==> src/rtl/adder_measure_sequencer.sv <==
// ============================================================================
// Module   : adder_measure_sequencer
// Brief    : Sequences one ring-oscillator delay measurement of the
//            instrumented adder (load, clear, settle, run, sync, capture).
//            Optional macro SEQ_ACCUM_EN: REPEAT runs, saturating sum.
// Revision : 1.0 - initial release
// ============================================================================
`default_nettype none

module adder_measure_sequencer #(
    parameter int DATA_W        = 32,
    parameter int WIN_W         = 16,
    parameter int CLR_CYCLES    = 2,
    parameter int SETTLE_CYCLES = 4,
    parameter int SYNC_CYCLES   = 4,
    parameter int REPEAT        = 4
) (
    input  logic              wb_clk_i,
    input  logic              wb_rst_i,
    input  logic              active,
    input  logic              start,
    input  logic              abort,
    input  logic [DATA_W-1:0] cfg_a,
    input  logic [DATA_W-1:0] cfg_b,
    input  logic [DATA_W-1:0] cfg_ext_mask,
    input  logic [WIN_W-1:0]  cfg_window,
    output logic [DATA_W-1:0] adder_a,
    output logic [DATA_W-1:0] adder_b,
    output logic [DATA_W-1:0] adder_ext_mask,
    output logic              adder_osc_en,
    output logic              adder_cnt_clr,
    input  logic [DATA_W-1:0] adder_cnt_in,
    output logic              busy,
    output logic              done,
    output logic [DATA_W-1:0] result
);

    typedef enum logic [2:0] {
        S_IDLE    = 3'd0,
        S_LOAD    = 3'd1,
        S_SETTLE  = 3'd2,
        S_RUN     = 3'd3,
        S_STOP    = 3'd4,
        S_CAPTURE = 3'd5,
        S_DONE    = 3'd6
    } state_t;

    localparam logic [WIN_W-1:0] C_CLR_LAST    = WIN_W'(CLR_CYCLES - 1);
    localparam logic [WIN_W-1:0] C_SETTLE_LAST = WIN_W'(SETTLE_CYCLES - 1);
    localparam logic [WIN_W-1:0] C_SYNC_LAST   = WIN_W'(SYNC_CYCLES - 1);

    if (CLR_CYCLES < 1 || SETTLE_CYCLES < 1 || SYNC_CYCLES < 2 || REPEAT < 1) begin : g_bad_params
        $error("adder_measure_sequencer: illegal cycle-count parameter");
    end

    state_t            state_q, state_d;
    logic [WIN_W-1:0]  cnt_q, cnt_d;
    logic [WIN_W-1:0]  win_q, win_d;
    logic [DATA_W-1:0] a_q, a_d, b_q, b_d, mask_q, mask_d, result_q, result_d;
    logic              osc_q, osc_d, clr_q, clr_d, busy_q, busy_d, done_q, done_d;
    logic              kill;

`ifdef SEQ_ACCUM_EN
    localparam int RUN_W = (REPEAT > 1) ? $clog2(REPEAT) : 1;
    localparam logic [RUN_W-1:0] C_RUN_LAST = RUN_W'(REPEAT - 1);

    logic [DATA_W-1:0] acc_q, acc_d;
    logic [RUN_W-1:0]  run_q, run_d;
    logic [DATA_W:0]   sum_wide;
    logic [DATA_W-1:0] sum_sat;

    assign sum_wide = {1'b0, acc_q} + {1'b0, adder_cnt_in};
    assign sum_sat  = sum_wide[DATA_W] ? '1 : sum_wide[DATA_W-1:0];
`endif

    assign kill = abort || !active;

    always_comb begin
        state_d  = state_q;
        cnt_d    = cnt_q + 1'b1;
        win_d    = win_q;
        a_d      = a_q;
        b_d      = b_q;
        mask_d   = mask_q;
        result_d = result_q;
`ifdef SEQ_ACCUM_EN
        acc_d    = acc_q;
        run_d    = run_q;
`endif
        unique case (state_q)
            S_IDLE: begin
                cnt_d = '0;
                if (start && !kill) begin
                    state_d = S_LOAD;
                    a_d     = cfg_a;
                    b_d     = cfg_b;
                    mask_d  = cfg_ext_mask;
                    win_d   = (cfg_window == '0) ? WIN_W'(1) : cfg_window;
`ifdef SEQ_ACCUM_EN
                    acc_d   = '0;
                    run_d   = '0;
`endif
                end
            end
            S_LOAD:   if (cnt_q == C_CLR_LAST)    begin state_d = S_SETTLE;  cnt_d = '0; end
            S_SETTLE: if (cnt_q == C_SETTLE_LAST) begin state_d = S_RUN;     cnt_d = '0; end
            S_RUN:    if (cnt_q == win_q - 1'b1)  begin state_d = S_STOP;    cnt_d = '0; end
            S_STOP:   if (cnt_q == C_SYNC_LAST)   begin state_d = S_CAPTURE; cnt_d = '0; end
            S_CAPTURE: begin
                cnt_d = '0;
`ifdef SEQ_ACCUM_EN
                if (run_q == C_RUN_LAST) begin
                    result_d = sum_sat;
                    state_d  = S_DONE;
                end else begin
                    acc_d   = sum_sat;
                    run_d   = run_q + 1'b1;
                    state_d = S_LOAD;
                end
`else
                result_d = adder_cnt_in;
                state_d  = S_DONE;
`endif
            end
            S_DONE: begin
                cnt_d   = '0;
                state_d = S_IDLE;
            end
            default: begin
                cnt_d   = '0;
                state_d = S_IDLE;
            end
        endcase

        // Abort/deselect wins over every transition, including a pending capture.
        if (kill) begin
            state_d  = S_IDLE;
            cnt_d    = '0;
            result_d = result_q;
        end

        // Outputs are a registered decode of the current state, cut off at once on kill.
        clr_d  = !kill && (state_q == S_LOAD);
        osc_d  = !kill && (state_q == S_RUN);
        busy_d = !kill && (state_q != S_IDLE);
        done_d = !kill && (state_q == S_DONE);
    end

    always_ff @(posedge wb_clk_i or posedge wb_rst_i) begin
        if (wb_rst_i) begin
            state_q  <= S_IDLE;
            cnt_q    <= '0;
            win_q    <= WIN_W'(1);
            a_q      <= '0;
            b_q      <= '0;
            mask_q   <= '0;
            result_q <= '0;
            osc_q    <= 1'b0;
            clr_q    <= 1'b0;
            busy_q   <= 1'b0;
            done_q   <= 1'b0;
`ifdef SEQ_ACCUM_EN
            acc_q    <= '0;
            run_q    <= '0;
`endif
        end else begin
            state_q  <= state_d;
            cnt_q    <= cnt_d;
            win_q    <= win_d;
            a_q      <= a_d;
            b_q      <= b_d;
            mask_q   <= mask_d;
            result_q <= result_d;
            osc_q    <= osc_d;
            clr_q    <= clr_d;
            busy_q   <= busy_d;
            done_q   <= done_d;
`ifdef SEQ_ACCUM_EN
            acc_q    <= acc_d;
            run_q    <= run_d;
`endif
        end
    end

    assign adder_a        = a_q;
    assign adder_b        = b_q;
    assign adder_ext_mask = mask_q;
    assign adder_osc_en   = osc_q;
    assign adder_cnt_clr  = clr_q;
    assign busy           = busy_q;
    assign done           = done_q;
    assign result         = result_q;

endmodule

`default_nettype wire

==> config.mk <==
export PLATFORM = sky130hd
export DESIGN_NAME = adder_measure_sequencer
export DESIGN_NICKNAME = d
export VERILOG_FILES = /design/src/rtl/adder_measure_sequencer.sv
export SDC_FILE = /design/constraint.sdc
export NUM_CORES = 1
export LEC_CHECK = 0
export BUFFER_PORTS_ARGS = -buffer_cell sky130_fd_sc_hd__buf_2
export CAP_MARGIN = 20
export CORE_MARGIN = 1
export CORE_UTILIZATION = 44
export CTS_CLUSTER_SIZE = 12
export DETAILED_ROUTE_END_ITERATION = 16
export GPL_TIMING_DRIVEN = 0
export PLACE_DENSITY_LB_ADDON = 0.1
export RECOVER_POWER = 25
export SYNTH_ARGS = -nofsm -noshare
export SYNTH_HDL_FRONTEND = slang
export SYNTH_SLANG_ARGS = --single-unit
export TNS_END_PERCENT = 10
==> constraint.sdc <==
create_clock -name wb_clk_i -period 5.7 [get_ports wb_clk_i]
set_clock_uncertainty 0.05 [all_clocks]
set_input_delay 1.425 -clock wb_clk_i [delete_from_list [all_inputs] [get_ports wb_clk_i]]
set_output_delay 1.425 -clock wb_clk_i [all_outputs]
set_load 0.005 [all_outputs]
Yosys cells after proc, flatten, opt, wreduce, memory -nomap -nowiden
Index checks and enable logic that the tools add are counted.
{ "op_classes": {"reduce_logical": 15, "bitwise_logic": 1, "mux": 13, "add_sub_neg": 2, "n_eq_ne": 14} }
{ "ops": {"columns": ["cell", "count"], "rows": [
  ["$mux W16", 5],
  ["$pmux W16 S3", 1],
  ["$mux W3", 6],
  ["$pmux W3 S6", 1],
  ["$add A16 B1 Y16 const B", 1],
  ["$eq A16 B1 Y1 const B", 1],
  ["$eq A16 B16 Y1", 1],
  ["$eq A16 B2 Y1 const B", 1],
  ["$logic_not A16 Y1", 1],
  ["$sub A16 B1 Y16 const B", 1],
  ["$ne A3 B3 Y1 const B", 5],
  ["$eq A3 B3 Y1 const B", 3],
  ["$eq A3 B2 Y1 const B", 2],
  ["$logic_and A1 B1 Y1", 5],
  ["$reduce_and A5 Y1", 1],
  ["$reduce_and A2 Y1", 2],
  ["$eq A3 B1 Y1 const B", 1],
  ["$logic_not A3 Y1", 1],
  ["$reduce_bool A3 Y1", 1],
  ["$logic_not A1 Y1", 2],
  ["$reduce_or A2 Y1", 1],
  ["$logic_or A1 B1 Y1", 1],
  ["$not A1 Y1", 1]
]} }
{ "word_totals": {"out_inout_bits": 132, "ff_bits": 167, "in_bits": 149, "elab_cells": 56} }

Longest topological paths before layout
{ "depth": {"depth_word": 7, "depth_mapped": 9, "mapped_depth_nobuf": 8} }

Worst setup path after synthesis
OpenSTA, ideal clock, no wires.
{ "synth_timing": {"kind": "input to register", "from": "input active", "to": "register a_q[0] (netlist: adder_a[0])", "setup_time_ps": 125, "n_path_buf": 3, "path_stages": 6, "required_ps": 5525, "arrival_time_ps": 2864, "setup_slack_ps": 2661, "path_cell_list": "nor2b_1 clkbuf_1 nand4b_1 clkbuf_1 clkbuf_1 mux2_2"} }
{ "synth_via": {"elab_chain_cells": 5} }
{ "synth_lines": {"columns": ["element", "line", "source"], "rows": [
  ["start: declaration", "20", "input logic active,"],
  ["$logic_not A1 Y1", "76", "assign kill = abort || !active;"],
  ["$logic_or A1 B1 Y1", "76", null],
  ["$logic_not A1 Y1", "93", "if (start && !kill) begin"],
  ["$logic_and A1 B1 Y1", "93", null],
  ["$reduce_and A2 Y1 (no line)", null, null],
  ["end signal: assignment", "154", "a_q <= '0;"],
  ["end signal: assignment", "170", "a_q <= a_d;"],
  ["end: declaration", "59", "logic [DATA_W-1:0] a_q, a_d, b_q, b_d, mask_q, mask_d, result_q, result_d;"]
]} }
No other way between the ends.
A chain may end at the register's enable or synchronous reset.

==> results.sh <==
export IMPL_outcome="finished with violations"
export IMPL_violations="max-capacitance violations, max-slew violations"
export IMPL_synth_flop_cell="dfrtp_1"
export IMPL_reg2reg_from="win_q[1]"
export IMPL_antenna_found_initial=0
export IMPL_htree_levels=4
export IMPL_timing_critical_path_to_type="async pin"
export IMPL_crit_start="wb_rst_i"
export IMPL_min_path_type="flop to flop"
export IMPL_number_of_synthesized_flops_with_an_enable_pin=0
export IMPL_slack_of_the_worst_reg_to_reg_path_ps=2660
export IMPL_port_buffer_count=280
export IMPL_placeableCoreArea_um2=16000
export IMPL_die_w_um=130.4
export IMPL_stdcell_count=1062
export IMPL_power_density_cell_area_nw_per_um2=324.3
export IMPL_routed_via_density=5.029
export IMPL_grt_first_pass_wirelength_mm=27.37
export IMPL_design_area_um2=9552
export IMPL_finalWorstPathRequiredPeriod_ps=3620
export IMPL_synth_distinct_cells=55
export IMPL_yosysSeqAreaShare=0.5765
export IMPL_period_share=0.6351
export IMPL_critical_path_slowest_cell="clkbuf_1"
export IMPL_grt_overflow_total=0
export IMPL_rsz0062_at_grt="no"
export IMPL_fmax_mhz=276.2
export IMPL_cts_reportedPaths_clkPinSlew_ps=60
export IMPL_place_congestion=0.8255
export IMPL_total_routing_resource_utilization_after_global_routing=0.2131
export IMPL_post_route_cells_drive_above_1_share=0.5745
export IMPL_area_growth_syn_to_layout_pct=31.73
export IMPL_max_slew_margin_rel=-0.2820
export IMPL_drt_pre_antenna_iters=4
export IMPL_synth_top_area_frac=0.5729
export IMPL_cp_cell_sequence="buf_2 > clkinvlp_2 > clkbuf_1 > buf_12 > buf_12"
export IMPL_start_kind="primary input"
export IMPL_timing_critical_path_arrival_ps=4110
export IMPL_yosys_top_cells_area="dfrtp_1, mux2_2, xnor2_1, xor2_1, nor3_2"
export IMPL_num_nets_final=985
export IMPL_number_of_global_route_vias_before_repair=5548
export IMPL_post_synth_instance_area_um2=7251
export IMPL_ys_seq_elements=167
export IMPL_cts_root_buffer="clkbuf_16"
export IMPL_critPathMaxStageDelay_ps=1440
export IMPL_critical_path_reg2reg_endpoint="cnt_q[13]"
export IMPL_cts_path_max_buffers=2
export IMPL_initial_core_util=0.4532
export IMPL_power_total_mw=3.098
export IMPL_power_ir_vdd_worst_mv=0.1997
export IMPL_worst_slew_pin_slew_ps=1923
export IMPL_worst_slack_ps=2080
export IMPL_route_antenna_remaining_nets=0
export IMPL_place_ws_ps=1766
export IMPL_finalSetupViolCount=0
export IMPL_crit_buf_inv=5
export IMPL_final_max_slew_viol_count=35
export IMPL_clk_latency_ps=420
export IMPL_critical_path_required_ps=6190
export IMPL_hold_depth=1
export IMPL_pin_count_of_the_biggest_net_entering_global_routing=45
export IMPL_r2r_cells=9
export IMPL_power_leakage_nw=4.683
export IMPL_cell_family_with_most_cp_delay="buffers and inverters"
export IMPL_antenna_diodes=0
export IMPL_cts_inserted_buffers=17
export IMPL_ys_warn_count=0
export IMPL_placement_cell_area_um2=9006
export IMPL_critPathKind="primary input to async pin"
export IMPL_detail_route_drc_violations=0
export IMPL_finalCoreUtilization=0.5970
export IMPL_floorplan_io_pins=281
export IMPL_layout_cells_most_common="buf_2"
export IMPL_detailedPlacementHpwl_mm=13.93
export IMPL_worst_path_most_repeated_cell="buf_12"
export IMPL_finalSetupTns_ps=0
export IMPL_synth_fp_nets=682
export IMPL_num_rows=46
export IMPL_post_cts_setup_buffer_count=0
export IMPL_die_y_um=130.4
export IMPL_cts_repair_resize_count=0
export IMPL_wirelength_mm=17.90
export IMPL_async_flop_share=1.000
export IMPL_floorplan_die_area_um2=17000
export IMPL_syn_mean_instance_area_um2=13.68
export IMPL_synth_largest_area_cell="dfrtp_1"
export IMPL_worstHoldEndpoint="adder_ext_mask[23]"
export IMPL_cts_tree="done"
export IMPL_largest_fanout_on_the_critical_path=41
export IMPL_avgRoutedWirePerCell_um=16.86
export IMPL_hold_start="adder_ext_mask[23]"
export IMPL_tritoncts_num_sinks=167
export IMPL_max_cap_viol_count=1
export IMPL_dp_cells=1030
export IMPL_mostFrequentLayoutCells="buf_2, dfrtp_1, mux2_2"
export IMPL_post_synth_inst_count=530
export IMPL_final_hold_violation_count=0
export IMPL_ctsHoldBuffers=0
export IMPL_dr_first_iter_drc_count=219
export IMPL_timing_hold_ws_ps=450.3
export IMPL_vias=5341
## cell families (layout without fill, tap and decap cells)
kind of cell | after synthesis | in the layout | share of synthesized area
xor+xnor | 30 | 30 | 0.03624
simple gates | 114 | 114 | 0.09974
flops | 167 | 167 | 0.5765
fa+ha+maj | 3 | 3 | 0.005177
buf+inv | 35 | 351 | 0.02036
compound gates | 35 | 35 | 0.03538
mux | 146 | 146 | 0.2266
## routing by layer
| metal | GRT usage | up-vias | routed length (um) |
|---|---|---|---|
| met3 | 0.06922 | 23 | 1268 |
| met2 | 0.3767 | 185 | 9516 |
| met4 | 0.07708 | 0 | 312 |
| li1 | - | 2509 | - |
| met1 | 0.2411 | 2624 | 6806 |
| met5 | 0 | - | 0 |
## power by group
part / switching (mW) / leakage [nW] / internal (mW)
combinational: 0.237 / 2.33 / 0.306
sequential: 0.105 / 2.09 / 1.35
clock: 0.480 / 0.263 / 0.617
total: 0.822 / 4.68 / 2.28
## layout make-up
type	instances	area [um^2]
fillers	1379	6449
flip-flops and latches	167	4180
multi-input cells	328	2923
repair buffers	284	1465
clock buffers	19	442.9
well taps	216	270.3
clock inverters	13	121.4
plain buffers	27	117.6
inverters	8	31.28
## how the worst max path moves through the flow
| stage | slack (ps) | cells past startpoint | end |
|---|---|---|---|
| 2_1_floorplan | 2100 | 1 | adder_a[0] |
| 3_3_place_gp | 1200 | 2 | win_q[2] |
| 3_5_place_dp | 1770 | 7 | adder_ext_mask[2] |
| 4_1_cts | 2200 | 7 | adder_ext_mask[2] |
| 5_1_grt | 1610 | 5 | win_q[0] |
| 6_report | 2080 | 5 | win_q[0] |
## registers in the layout (all words and copies together) (netlist names)
signal / flops
adder_a: 32
adder_b: 32
adder_ext_mask: 32
result: 32
cnt_q: 16
win_q: 16
state_q: 3
adder_cnt_clr: 1
adder_osc_en: 1
busy: 1
done: 1
## cells in the mapped netlist, types with 3 or more instances
| cell type | instances |
|---|---|
| nor2_1 | 19 |
| inv_1 | 8 |
| clkbuf_1 | 18 |
| nand2b_1 | 6 |
| nand4_1 | 8 |
| dfrtp_1 | 166 |
| or3_1 | 3 |
| xnor2_1 | 18 |
| a31oi_1 | 3 |
| xor2_1 | 12 |
| nor3_1 | 13 |
| o21ai_0 | 8 |
| and3_1 | 5 |
| mux2_2 | 145 |
| and4_1 | 3 |
| nand3_1 | 6 |
| nor4_1 | 11 |
| nor3_2 | 10 |
| ha_1 | 3 |
| buf_1 | 5 |
| a21oi_1 | 5 |
| nand2_1 | 12 |
## worst register-to-register path: cells and delay by family (launching register included)
kind            cells  cell delay, ps
compound gates      1             310
buf+inv             2             300
simple gates        5            1650
flops               1             430
fa+ha+maj           1             180
No activity file was read; power rests on OpenSTA's default activity.
